$ cat config.mk
export PLATFORM = sky130hd
export DESIGN_NAME = stw_bist_sequencer
export DESIGN_NICKNAME = d
export VERILOG_FILES = /design/src/rtl/stw_pkg.sv /design/src/rtl/stw_popcount.sv /design/src/rtl/stw_bist_sequencer.sv
export SDC_FILE = /design/constraint.sdc
export NUM_CORES = 1
export LEC_CHECK = 0
export CORE_MARGIN = 4
export CORE_UTILIZATION = 30
export DETAILED_ROUTE_END_ITERATION = 12
export HOLD_SLACK_MARGIN = 0.03
export SETUP_SLACK_MARGIN = 0.3
export SYNTH_ARGS = -nofsm -noshare
export SYNTH_HDL_FRONTEND = slang
export SYNTH_SLANG_ARGS = --single-unit
$ cat constraint.sdc
create_clock -name clk_i -period 6.3 [get_ports clk_i]
set_clock_uncertainty 0.2 [all_clocks]
set_input_delay 1.26 -clock clk_i [delete_from_list [all_inputs] [get_ports clk_i]]
set_output_delay 1.26 -clock clk_i [all_outputs]
set_load 0.02 [all_outputs]
$ cat src/rtl/stw_pkg.sv
// Types and helpers shared by the STW BIST sequencer: state encoding, vector-word field map, width helper.
package stw_pkg;

  typedef enum logic [2:0] {
    ST_IDLE  = 3'd0,
    ST_LOAD  = 3'd1,
    ST_START = 3'd2,
    ST_WAIT  = 3'd3,
    ST_ACCUM = 3'd4,
    ST_DONE  = 3'd5
  } stw_state_e;

  // Vector word is {op1, op2, add_op, expected}; field k sits at bits [k*W +: W].
  localparam int VEC_FIELDS = 4;
  localparam int FLD_OP1    = 3;
  localparam int FLD_OP2    = 2;
  localparam int FLD_ADD    = 1;
  localparam int FLD_EXP    = 0;

  function automatic int clog2_safe(input int n);
    return (n <= 2) ? 1 : $clog2(n);
  endfunction

endpackage

$ cat src/rtl/stw_popcount.sv
// Registered population count of an N-bit vector.
module stw_popcount
  import stw_pkg::*;
#(
  parameter int N = 16
) (
  input  logic                         clk_i,
  input  logic                         rst_i,
  input  logic [N-1:0]                 bits_i,
  output logic [clog2_safe(N+1)-1:0]   count_o
);

  localparam int CW = clog2_safe(N + 1);

  logic [CW-1:0] count_d;
  logic [CW-1:0] count_q;

  always_comb begin
    count_d = '0;
    for (int i = 0; i < N; i++) begin
      count_d = count_d + CW'(bits_i[i]);
    end
  end

  always_ff @(posedge clk_i) begin
    if (rst_i) begin
      count_q <= '0;
    end else begin
      count_q <= count_d;
    end
  end

  assign count_o = count_q;

endmodule

$ cat src/rtl/stw_bist_sequencer.sv
// Steps the systolic array's STW self-test ports through a programmable vector list and
// accumulates a sticky per-PE fault map for the repair logic.
//
// state | meaning
// IDLE  | out of reset, no run yet; waits for bist_start
// LOAD  | operands of vec[idx] driven, test_load_en pulsed
// START | stw_start pulsed
// WAIT  | waiting for array complete, bounded by the timeout counter
// ACCUM | fold result into fault map, pick next vector or finish
// DONE  | results held; bist_start begins a new run
module stw_bist_sequencer
  import stw_pkg::*;
#(
  parameter int ROWS        = 4,
  parameter int COLS        = 4,
  parameter int WORD_SIZE   = 16,
  parameter int NUM_VECTORS = 8,
  parameter int TIMEOUT_CYC = 64
) (
  input  logic                                   clk_i,
  input  logic                                   rst_i,
  input  logic                                   bist_start_i,
  input  logic [clog2_safe(NUM_VECTORS+1)-1:0]   vec_count_i,
  input  logic                                   vec_wr_en_i,
  input  logic [clog2_safe(NUM_VECTORS)-1:0]     vec_wr_addr_i,
  input  logic [VEC_FIELDS*WORD_SIZE-1:0]        vec_wr_data_i,
  output logic [WORD_SIZE-1:0]                   stw_mult_op1_o,
  output logic [WORD_SIZE-1:0]                   stw_mult_op2_o,
  output logic [WORD_SIZE-1:0]                   stw_add_op_o,
  output logic [WORD_SIZE-1:0]                   stw_expected_o,
  output logic                                   stw_test_load_en_o,
  output logic                                   stw_start_o,
  input  logic                                   stw_complete_i,
  input  logic [ROWS*COLS-1:0]                   stw_result_i,
  output logic                                   array_hold_o,
  output logic                                   bist_busy_o,
  output logic                                   bist_done_o,
  output logic                                   bist_pass_o,
  output logic                                   bist_timeout_o,
  output logic [ROWS*COLS-1:0]                   fault_map_o,
  output logic [clog2_safe(ROWS*COLS+1)-1:0]     fault_count_o
);

  localparam int NPE = ROWS * COLS;
  localparam int VW  = VEC_FIELDS * WORD_SIZE;
  localparam int VCW = clog2_safe(NUM_VECTORS + 1);
  localparam int VAW = clog2_safe(NUM_VECTORS);
  localparam int TCW = clog2_safe(TIMEOUT_CYC);

  stw_state_e     state_q;
  logic [VCW-1:0] n_q;
  logic [VAW-1:0] idx_q;
  logic [TCW-1:0] wait_q;
  logic [VW-1:0]  op_q;
  logic           load_en_q;
  logic           start_q;
  logic           done_q;
  logic           pass_q;
  logic           timeout_q;
  logic [NPE-1:0] fault_map_q;
  logic [NPE-1:0] fault_map_d;

  logic [VW-1:0]  vec_mem_q [NUM_VECTORS];

  logic           busy;
  logic           wr_ok;
  logic           run_kick;
  logic [VCW-1:0] n_sel;
  logic [VAW-1:0] idx_nxt;
  logic [VW-1:0]  first_vec;
  logic           last_vec;
  logic           wait_first;
  logic           wait_tc;

  assign busy     = (state_q != ST_IDLE) && (state_q != ST_DONE);
  assign run_kick = bist_start_i && !busy;
  assign wr_ok    = vec_wr_en_i && !busy && (int'(vec_wr_addr_i) < NUM_VECTORS);

  assign n_sel    = (vec_count_i > VCW'(NUM_VECTORS)) ? VCW'(NUM_VECTORS) : vec_count_i;
  assign idx_nxt  = idx_q + 1'b1;
  assign last_vec = (VCW'(idx_q) == (n_q - VCW'(1)));

  // A write landing on the same edge as bist_start must reach the first vector.
  assign first_vec = (wr_ok && (vec_wr_addr_i == '0)) ? vec_wr_data_i : vec_mem_q[0];

  // Wait timer counts down from TIMEOUT_CYC-1; the load value marks the first WAIT cycle.
  assign wait_first = (wait_q == TCW'(TIMEOUT_CYC - 1));
  assign wait_tc    = (wait_q == '0);

  always_ff @(posedge clk_i) begin
    if (wr_ok) begin
      vec_mem_q[vec_wr_addr_i] <= vec_wr_data_i;
    end
  end

  always_comb begin
    fault_map_d = fault_map_q;
    if (rst_i || run_kick) begin
      fault_map_d = '0;
    end else if (state_q == ST_ACCUM) begin
      fault_map_d = fault_map_q | stw_result_i;
    end
  end

  always_ff @(posedge clk_i) begin
    if (rst_i) begin
      state_q     <= ST_IDLE;
      n_q         <= '0;
      idx_q       <= '0;
      wait_q      <= '0;
      op_q        <= '0;
      load_en_q   <= 1'b0;
      start_q     <= 1'b0;
      done_q      <= 1'b0;
      pass_q      <= 1'b0;
      timeout_q   <= 1'b0;
      fault_map_q <= '0;
    end else begin
      fault_map_q <= fault_map_d;
      load_en_q   <= 1'b0;
      start_q     <= 1'b0;
      unique case (state_q)
        ST_IDLE, ST_DONE: begin
          if (bist_start_i) begin
            n_q       <= n_sel;
            idx_q     <= '0;
            timeout_q <= 1'b0;
            done_q    <= 1'b0;
            pass_q    <= 1'b0;
            if (n_sel == '0) begin
              state_q <= ST_DONE;
              done_q  <= 1'b1;
              pass_q  <= 1'b1;
            end else begin
              state_q   <= ST_LOAD;
              load_en_q <= 1'b1;
              op_q      <= first_vec;
            end
          end
        end
        ST_LOAD: begin
          state_q <= ST_START;
          start_q <= 1'b1;
        end
        ST_START: begin
          state_q <= ST_WAIT;
          wait_q  <= TCW'(TIMEOUT_CYC - 1);
        end
        ST_WAIT: begin
          if (stw_complete_i && !wait_first) begin
            state_q <= ST_ACCUM;
          end else if (wait_tc) begin
            state_q   <= ST_ACCUM;
            timeout_q <= 1'b1;
          end else begin
            wait_q <= wait_q - 1'b1;
          end
        end
        ST_ACCUM: begin
          if (timeout_q || last_vec) begin
            state_q <= ST_DONE;
            done_q  <= 1'b1;
            pass_q  <= (fault_map_d == '0) && !timeout_q;
          end else begin
            state_q   <= ST_LOAD;
            idx_q     <= idx_nxt;
            load_en_q <= 1'b1;
            op_q      <= vec_mem_q[idx_nxt];
          end
        end
        default: state_q <= ST_IDLE;
      endcase
    end
  end

  // Fed from the next-state map so the count is already final on the cycle bist_done rises.
  stw_popcount #(.N(NPE)) u_popcount (
    .clk_i   (clk_i),
    .rst_i   (rst_i),
    .bits_i  (fault_map_d),
    .count_o (fault_count_o)
  );

  assign stw_mult_op1_o     = op_q[FLD_OP1*WORD_SIZE +: WORD_SIZE];
  assign stw_mult_op2_o     = op_q[FLD_OP2*WORD_SIZE +: WORD_SIZE];
  assign stw_add_op_o       = op_q[FLD_ADD*WORD_SIZE +: WORD_SIZE];
  assign stw_expected_o     = op_q[FLD_EXP*WORD_SIZE +: WORD_SIZE];
  // Strobes drop in the same cycle reset is raised, not one cycle later.
  assign stw_test_load_en_o = load_en_q && !rst_i;
  assign stw_start_o        = start_q && !rst_i;
  assign array_hold_o       = busy;
  assign bist_busy_o        = busy;
  assign bist_done_o        = done_q;
  assign bist_pass_o        = pass_q;
  assign bist_timeout_o     = timeout_q;
  assign fault_map_o        = fault_map_q;

endmodule
== Word-level counts from Yosys, hierarchy flattened ==
Memories as Yosys holds them, arrays and structs flattened.
Cells that the tools add are included.
Storage, ports and cells
  bits in registers: 106
  RAM bits: 512
  bits of input ports: 92
  logic and storage cells: 117
  memories kept: 1
Memories
  vec_mem_q: depth 8, width 64, read ports 2, clocked after memory_dff 0, wr ports 1, RTL line stw_bist_sequencer.sv:63  | logic [VW-1:0] vec_mem_q [NUM_VECTORS];
Operators by class
  $add $sub $neg: 18
  magnitude comparators: 1
  equality and inequality tests: 16
  muxes and demuxes: 37
  bitwise operators: 1
  reductions and logical operators: 31
Operator list (number)
  2-to-1 mux 64 bit: 4
  case mux 64 bit (2 select lines): 1
  adder 5 x 1 -> 5 bit: 14
  2-to-1 mux 16 bit: 2
  2-to-1 mux 3 bit: 7
  logical NOT 16 bit: 1
  OR 16 bit: 1
  case mux 3 bit (5 select lines): 1
  2-to-1 mux 1 bit: 13
  2-to-1 mux 6 bit: 2
  inequality test 2 bit (second input constant): 6
  case mux 6 bit (2 select lines): 1
  AND reduction 3 bit: 3
  logical AND 1 bit: 8
  case mux 1 bit (2 select lines): 4
  AND reduction 4 bit: 2
  == test 3 x 2 -> 1 bit (second input constant): 2
  == test 3 bit (second input constant): 2
  == test 6 bit (second input constant): 1
  logical NOT 3 bit: 2
  logical NOT 6 bit: 1
  inequality test 3 bit (second input constant): 2
  case mux 3 bit (2 select lines): 1
  nonzero test 2 bit: 3
  other kinds (15): 20

== Longest topological paths before layout ==
  depth after elaboration: 21
  gate-level depth with buffers: 19
  depth with buffers taken out: 17

== By module ==
Synthesis repeated with hierarchy kept, for this count alone.
Second synthesis, totals
  cells, all modules: 1366
  area total of the unflattened synthesis: 25054.0 um2
By module, submodules not included
  stw_bist_sequencer: instances 1, cells an instance 1309, area an instance 24523.5 um2, seq. area each 17396.7 um2
  stw_popcount: instances 1, cells an instance 57, area an instance 530.5 um2, seq. area each 100.1 um2

== Worst setup path before layout ==
Ideal clock, no wire load.
  path kind: input port to flip-flop
  start: in vec_wr_addr_i[0]
  end: mem vec_mem_q[1][0] (netlist bit) (enable)
  library setup time: 0.565 ns
  arrival: 5.746 ns
  data required time: 5.535 ns
  path slack: -0.211 ns
  stages on the path: 2
  path buffers: 0
  path through: nand3_1 > nor3_1
RTL lines
  from (decl): RTL line stw_bist_sequencer.sv:25  | input logic [clog2_safe(NUM_VECTORS)-1:0] vec_wr_addr_i,
  to (decl): RTL line stw_bist_sequencer.sv:63
No word-level cell before the write port.

== Worst setup path after layout ==
  start: in bist_start_i
  end: reg u_popcount.count_q[4], in the netlist u_popcount.count_o[4]
Between the ends
  word-level cells in the longest chain between the ends: 18
RTL lines
  from (decl): RTL line stw_bist_sequencer.sv:22  | input logic bist_start_i,
  logical AND 1 bit (*): RTL line stw_bist_sequencer.sv:76  | assign run_kick = bist_start_i && !busy;
  logical OR 1 bit (*): RTL line stw_bist_sequencer.sv:98  | if (rst_i || run_kick) begin
  2-to-1 mux 16 bit (*): RTL line stw_bist_sequencer.sv:98
  adder 1 x 1 -> 2 bit: RTL line stw_popcount.sv:21  | count_d = count_d + CW'(bits_i[i]);
  adder 5 x 1 -> 5 bit (13 in a row): RTL line stw_popcount.sv:21
  adder 5 x 1 -> 5 bit (*): RTL line stw_popcount.sv:21
  to (signal assigned): RTL line stw_popcount.sv:29  | count_q <= count_d;
  to (decl): RTL line stw_popcount.sv:16  | logic [CW-1:0] count_q;
Mark *: on every way between the ends. The rest lies on a longest branch, timed or not.
A chain may end at the register's enable or synchronous reset.

==> results_dict.tcl <==
set metrics [dict create \
    crit_chain "clkdlybuf4s50_1 -> and3_1 -> or3_1 -> ha_1 -> fa_1 -> inv_1 -> fa_1 -> inv_1 -> fa_1 -> fa_1 -> fa_1 -> inv_1 -> fa_1 -> inv_1 -> a21oi_1 -> nor3b_1" \
    cpPeakStageDelay_ns 0.51 \
    via_per_inst 5.06 \
    grt_use_total_pct 14.1 \
    hold_viol_final 0 \
    die-area_um2 88200 \
    rsz0062_at_grt "no" \
    dp_cells 2650 \
    finalCritPeriodShare_pct 85.8 \
    seq_power_share_pct 46.6 \
    worst_pin_slew_ns 1.06 \
    first_iter_violations 921 \
    clk_pin_slew_ns 0.06 \
    yosys.area.top_type_share_pct 61.4 \
    start_util_pct 30.4 \
    power_w 0.0103 \
    clk_path_buf_depth 3 \
    cts_resized 0 \
    synth_top_flop_cell "edfxtp_1" \
    hp-class "flop to flop" \
    end_kind "flop" \
    critPathMostFrequentCell "fa_1" \
    power.density_nw_per_um2 338 \
    die_w_um 297 \
    status "complete, no violations" \
    yosys.cell_types.count 54 \
    worst_ir_drop_vdd_mv 0.238 \
    ys_ff_latch 618 \
    synth_top_area_cell "edfxtp_1" \
    worst-r2r-setup-slack_ns 1.09 \
    htreeDepth 3 \
    syn_inst 1473 \
    rows 105 \
    maxSlewHeadroom_pct 29.2 \
    port-buffer-count 183 \
    crit_family "adder cells" \
    core-area_um2 82400 \
    cts_tree "built" \
    yosysSeqAreaShare_pct 69.9 \
    grt_pass1_vias 14800 \
    nets 1764 \
    dr_total_vias 14000 \
    period_needed_ns 5.40 \
    grt_pass1_wl_mm 95.0 \
    syn_avg_cell_area_um2 17.0 \
    cts_buffers 68 \
    synth_edf_count 512 \
    async_flop_share_pct 0 \
    fin_tns_setup_ns 0 \
    path_max_fanout 3 \
    crit_slowest_cell "fa_1" \
    crit_path_start_kind "primary input" \
    antenna_found_initial 7 \
    ctsRootBufferMaster "clkbuf_16" \
    worst_hold_slack_ns 0.277 \
    routedWlPerCell_um 22.8 \
    synth_most_common_cell "edfxtp_1" \
    pwr-share-clk_pct 38.1 \
    netlist_area_um2 25000 \
    drt_first_pass_iters 5 \
    postLayoutCoreUtil_pct 36.8 \
    cts_hold_buf 0 \
    drc 0 \
    worstSetupPathType "primary input to flop" \
    areaGrowthSynthToFinish_pct 21.0 \
    p_switching_w 0.00258 \
    cts_setup_buffers 0 \
    fin_cells 2779 \
    setup_viol 0 \
    leakagePower_nw 9.62 \
    drt_wl_total_mm 63.2 \
    clkLatencyLatePin_ns 0.60 \
    share_comb_of_total_power_pct 15.3 \
    fmax_mhz 185 \
    cts_sinks 618 \
    pin_count 184 \
    place_congestion 0.742 \
    cp.buffers_inverters 5 \
    fp.dieH_um 297 \
    ant_nets 0 \
    netSwitchingFraction_pct 25.2 \
    hpwl_mm 33.5 \
    power.internal_w 0.00767 \
    synthTopCellsByArea "edfxtp_1, mux4_2, dfxtp_1" \
    drive_gt1_share_pct 17.5 \
    ys_top_cells_by_count "edfxtp_1, mux4_2, dfxtp_1" \
    grt_max_degree 146 \
    required_ns 6.62 \
    overflow 0 \
    critPathArrivalTime_ns 5.72 \
    synth_fp_nets 1587 \
    yosysWarningCount 0 \
    drv_slew 0 \
    cap_violations 0 \
]
-- worst paths after layout --
path	cells past startpoint	start	endpoint
hold / removal	2	n_q[2]$_SDFFE_PP0P_	n_q[2]$_SDFFE_PP0P_
setup / recovery	16	bist_start_i	u_popcount.count_o[4]$_SDFF_PP0_
setup reg to reg	17	state_q[2]$_SDFFE_PP0P_	u_popcount.count_o[4]$_SDFF_PP0_
hold reg to reg	2	n_q[2]$_SDFFE_PP0P_	n_q[2]$_SDFFE_PP0P_
-- power by group through the flow --
stage / Clock (W) / Combinational (W) / Sequential, W
floorplan: 0 / 0.000921 / 0.00493
CTS: 0.00401 / 0.00160 / 0.00478
global route: 0.00417 / 0.00170 / 0.00480
finish: 0.00390 / 0.00157 / 0.00478
detailed placement: 0 / 0.00160 / 0.00487
global placement: 0 / 0.00157 / 0.00486
-- flip-flops by register name, indices dropped and copies added (netlist names) --
| signal | flops |
|---|---|
| fault_map_o | 16 |
| bist_pass_o | 1 |
| load_en_q | 1 |
| vec_mem_q | 512 |
| state_q | 3 |
| bist_timeout_o | 1 |
| wait_q | 6 |
| bist_done_o | 1 |
| idx_q | 3 |
| n_q | 4 |
| op_q | 64 |
| start_q | 1 |
| u_popcount.count_o | 5 |
-- metrics by stage --
step	worst slack, ns	cell area, um2
after floorplan	0.862	25000
after global placement	0.333	28100
after detailed placement	0.305	28100
after CTS	0.932	30300
after global routing	0.708	30300
final	0.896	30300
-- cells in the final DEF (no fill, tap or decap), types with 6 or more instances in the layout --
master / n
a21oi_1: 31
a22oi_1: 65
a31oi_1: 68
buf_12: 11
buf_4: 14
clkbuf_1: 22
clkbuf_16: 71
clkdlybuf4s50_1: 182
clkinv_1: 11
clkinv_2: 8
dfxtp_1: 105
edfxtp_1: 512
fa_1: 10
ha_1: 11
inv_1: 34
mux2_1: 35
mux2_2: 29
mux4_2: 128
nand2_1: 54
nand3_1: 99
nand4_1: 6
nor2_1: 36
nor2_4: 7
nor2b_1: 69
nor4_1: 7
xor2_1: 6
-- area by class of cell --
| class | count | area (um2) |
|---|---|---|
| clock inverter | 30 | 297 |
| multi-input combinational | 719 | 6980 |
| fill | 7574 | 52100 |
| clock buffer | 95 | 1890 |
| tap | 1070 | 1340 |
| antenna | 4 | 10.0 |
| timing repair buffer | 208 | 2160 |
| inverter | 35 | 136 |
| sequential | 618 | 17500 |
-- worst reg2reg max path, stage by stage, from the launching register on --
cell and delay, ns:
dfxtp_1 0.55, nor3b_2 0.25, buf_4 0.26, a21oi_1 0.11, or3_1 0.36, ha_1 0.33, fa_1 0.49, inv_1 0.06
fa_1 0.50, inv_1 0.05, fa_1 0.45, fa_1 0.51, fa_1 0.19, inv_1 0.06, fa_1 0.45, inv_1 0.07
a21oi_1 0.06, nor3b_1 0.18
-- layer usage --
| metal | wire [um] | global-route usage (%) | vias up |
|---|---|---|---|
| met2 | 31400 | 24.0 | 352 |
| met1 | 27500 | 18.2 | 7386 |
| li1 | - | - | 6212 |
| met4 | 1260 | 4.36 | 6 |
| met5 | 41 | 0 | - |
| met3 | 3080 | 2.73 | 93 |
-- cells by family after synthesis --
family / synth area share (%)
AOI/OAI and AO/OA: 5.18
xor gates and xnor gates: 0.280
adders and majority gates: 1.40
and+or+nand+nor: 6.16
muxes: 14.5
buffers and inverters: 2.65
DFF: 69.9
Power figures use the tool's default switching activity.
==> variant: new RTL, config.mk and constraints unchanged <==
The 6 states of `stw_state_e` get a Gray code encoding in 3 bits.
--- a/src/rtl/stw_pkg.sv
+++ b/src/rtl/stw_pkg.sv
@@ -3,10 +3,10 @@
 
   typedef enum logic [2:0] {
-    ST_IDLE  = 3'd0,
-    ST_LOAD  = 3'd1,
-    ST_START = 3'd2,
-    ST_WAIT  = 3'd3,
-    ST_ACCUM = 3'd4,
-    ST_DONE  = 3'd5
+    ST_IDLE  = 3'b000,
+    ST_LOAD  = 3'b001,
+    ST_START = 3'b011,
+    ST_WAIT  = 3'b010,
+    ST_ACCUM = 3'b110,
+    ST_DONE  = 3'b111
   } stw_state_e;
 
Formal check against the unedited RTL: no difference found for any inputs over 4 cycles, from zero or initial values and one cycle with rst_i high; so few cycles prove little.
==> variant against the unedited design <==
Final area decreased by 1.0%; synthesized cell count is 3.1% lower; critical path depth stayed put; sequential cell count did not move; worst setup slack improved by 0.033 ns; synthesized area fell by 1.9%; routed wire length up 5.0%; critical path type unchanged.
Power is not compared: it rests on default switching activity, and its combinational part moved more than twofold at a synthesized area within 25%.
==> variant: results (changes against the unedited design) <==
fmax=186 MHz (was 185 MHz); R2R Path Start=state_q[0]$_SDFFE_PP0P_ (was state_q[2]$_SDFFE_PP0P_); vias=14302 (was 14049); first-pass GRT wire length=98500 um (was 95000 um); GPL Wtd Cong=0.800 (was 0.742); GR Util met3=4.06% (was 2.73%); drt first pass iters=7 (was 5); Nets=1726 (was 1764); Adder-Cell Fraction of Synth Area=1.43% (was 1.40%); Wirelength per Cell=24.3 um (was 22.8 um); pin count of the biggest net entering global routing=85 (was 146); number of global-route vias before repair=15158 (was 14822); post-DP HPWL=34400 um (was 33500 um); Mapped Nets=1541 (was 1587); GR Util met2=24.4% (was 24.0%); Cells after DPL=2602 (was 2650); most frequent cells after synthesis=512 x edfxtp_1, 128 x mux4_2, 106 x dfxtp_1, 83 x nand2_1, 76 x nand3_1 (was 512 x edfxtp_1, 128 x mux4_2, 106 x dfxtp_1, 99 x nand3_1, 69 x nor2b_1); Max FO, Critical Path=13 (was 3); post-synthesis compound-gate area fraction=7.98% (was 5.18%); Post-DP Area=27800 um^2 (was 28100 um^2); status=complete, no violations (unchanged); Critical Path End=u_popcount.count_o[1]$_SDFF_PP0_ (was u_popcount.count_o[4]$_SDFF_PP0_); share of layout cells above drive strength 1=17.2% (was 17.5%); XOR/XNOR Fraction of Synth Area=0.250% (was 0.280%); first-iteration detailed-routing DRC count=1082 (was 921); fin cells=2733 (was 2779); Crit-path slowest cell=clkdlybuf4s50_1 (was fa_1); Met1 Routed Length=28700 um (was 27500 um); met2 routed WL=31500 um (was 31400 um)
[variant: cell types whose count changed after synthesis, moves of 23 or more]
cell	delta
mux2_1	-35
a41oi_1	+64
nor2b_1	-63
nand2_1	+29
o31ai_1	+64
nand3_1	-23
mux2_2	-29
a31oi_1	-66
[variant: cell type report]
| cell class | count | area, um^2 | share of cell area (%) |
|---|---|---|---|
| diodes | 6 | 15.0 | 0.0501 |
| clock buffers | 87 | 1850 | 6.16 |
| inverters | 42 | 164 | 0.547 |
| well taps | 1060 | 1330 | 4.42 |
| flip-flops and latches | 618 | 17500 | 58.4 |
| repair buffers | 217 | 2190 | 7.29 |
| clock inverters | 38 | 368 | 1.23 |
| multi-input cells | 665 | 6580 | 21.9 |
[variant: worst register-to-register path: cells and delay by family, from the launching register on]
kind	cells	cell delay [ns]
AOI/OAI and AO/OA	2	0.37
adders and majority gates	7	2.93
buffers and inverters	5	0.45
DFF	1	0.61
and+or+nand+nor	3	0.48
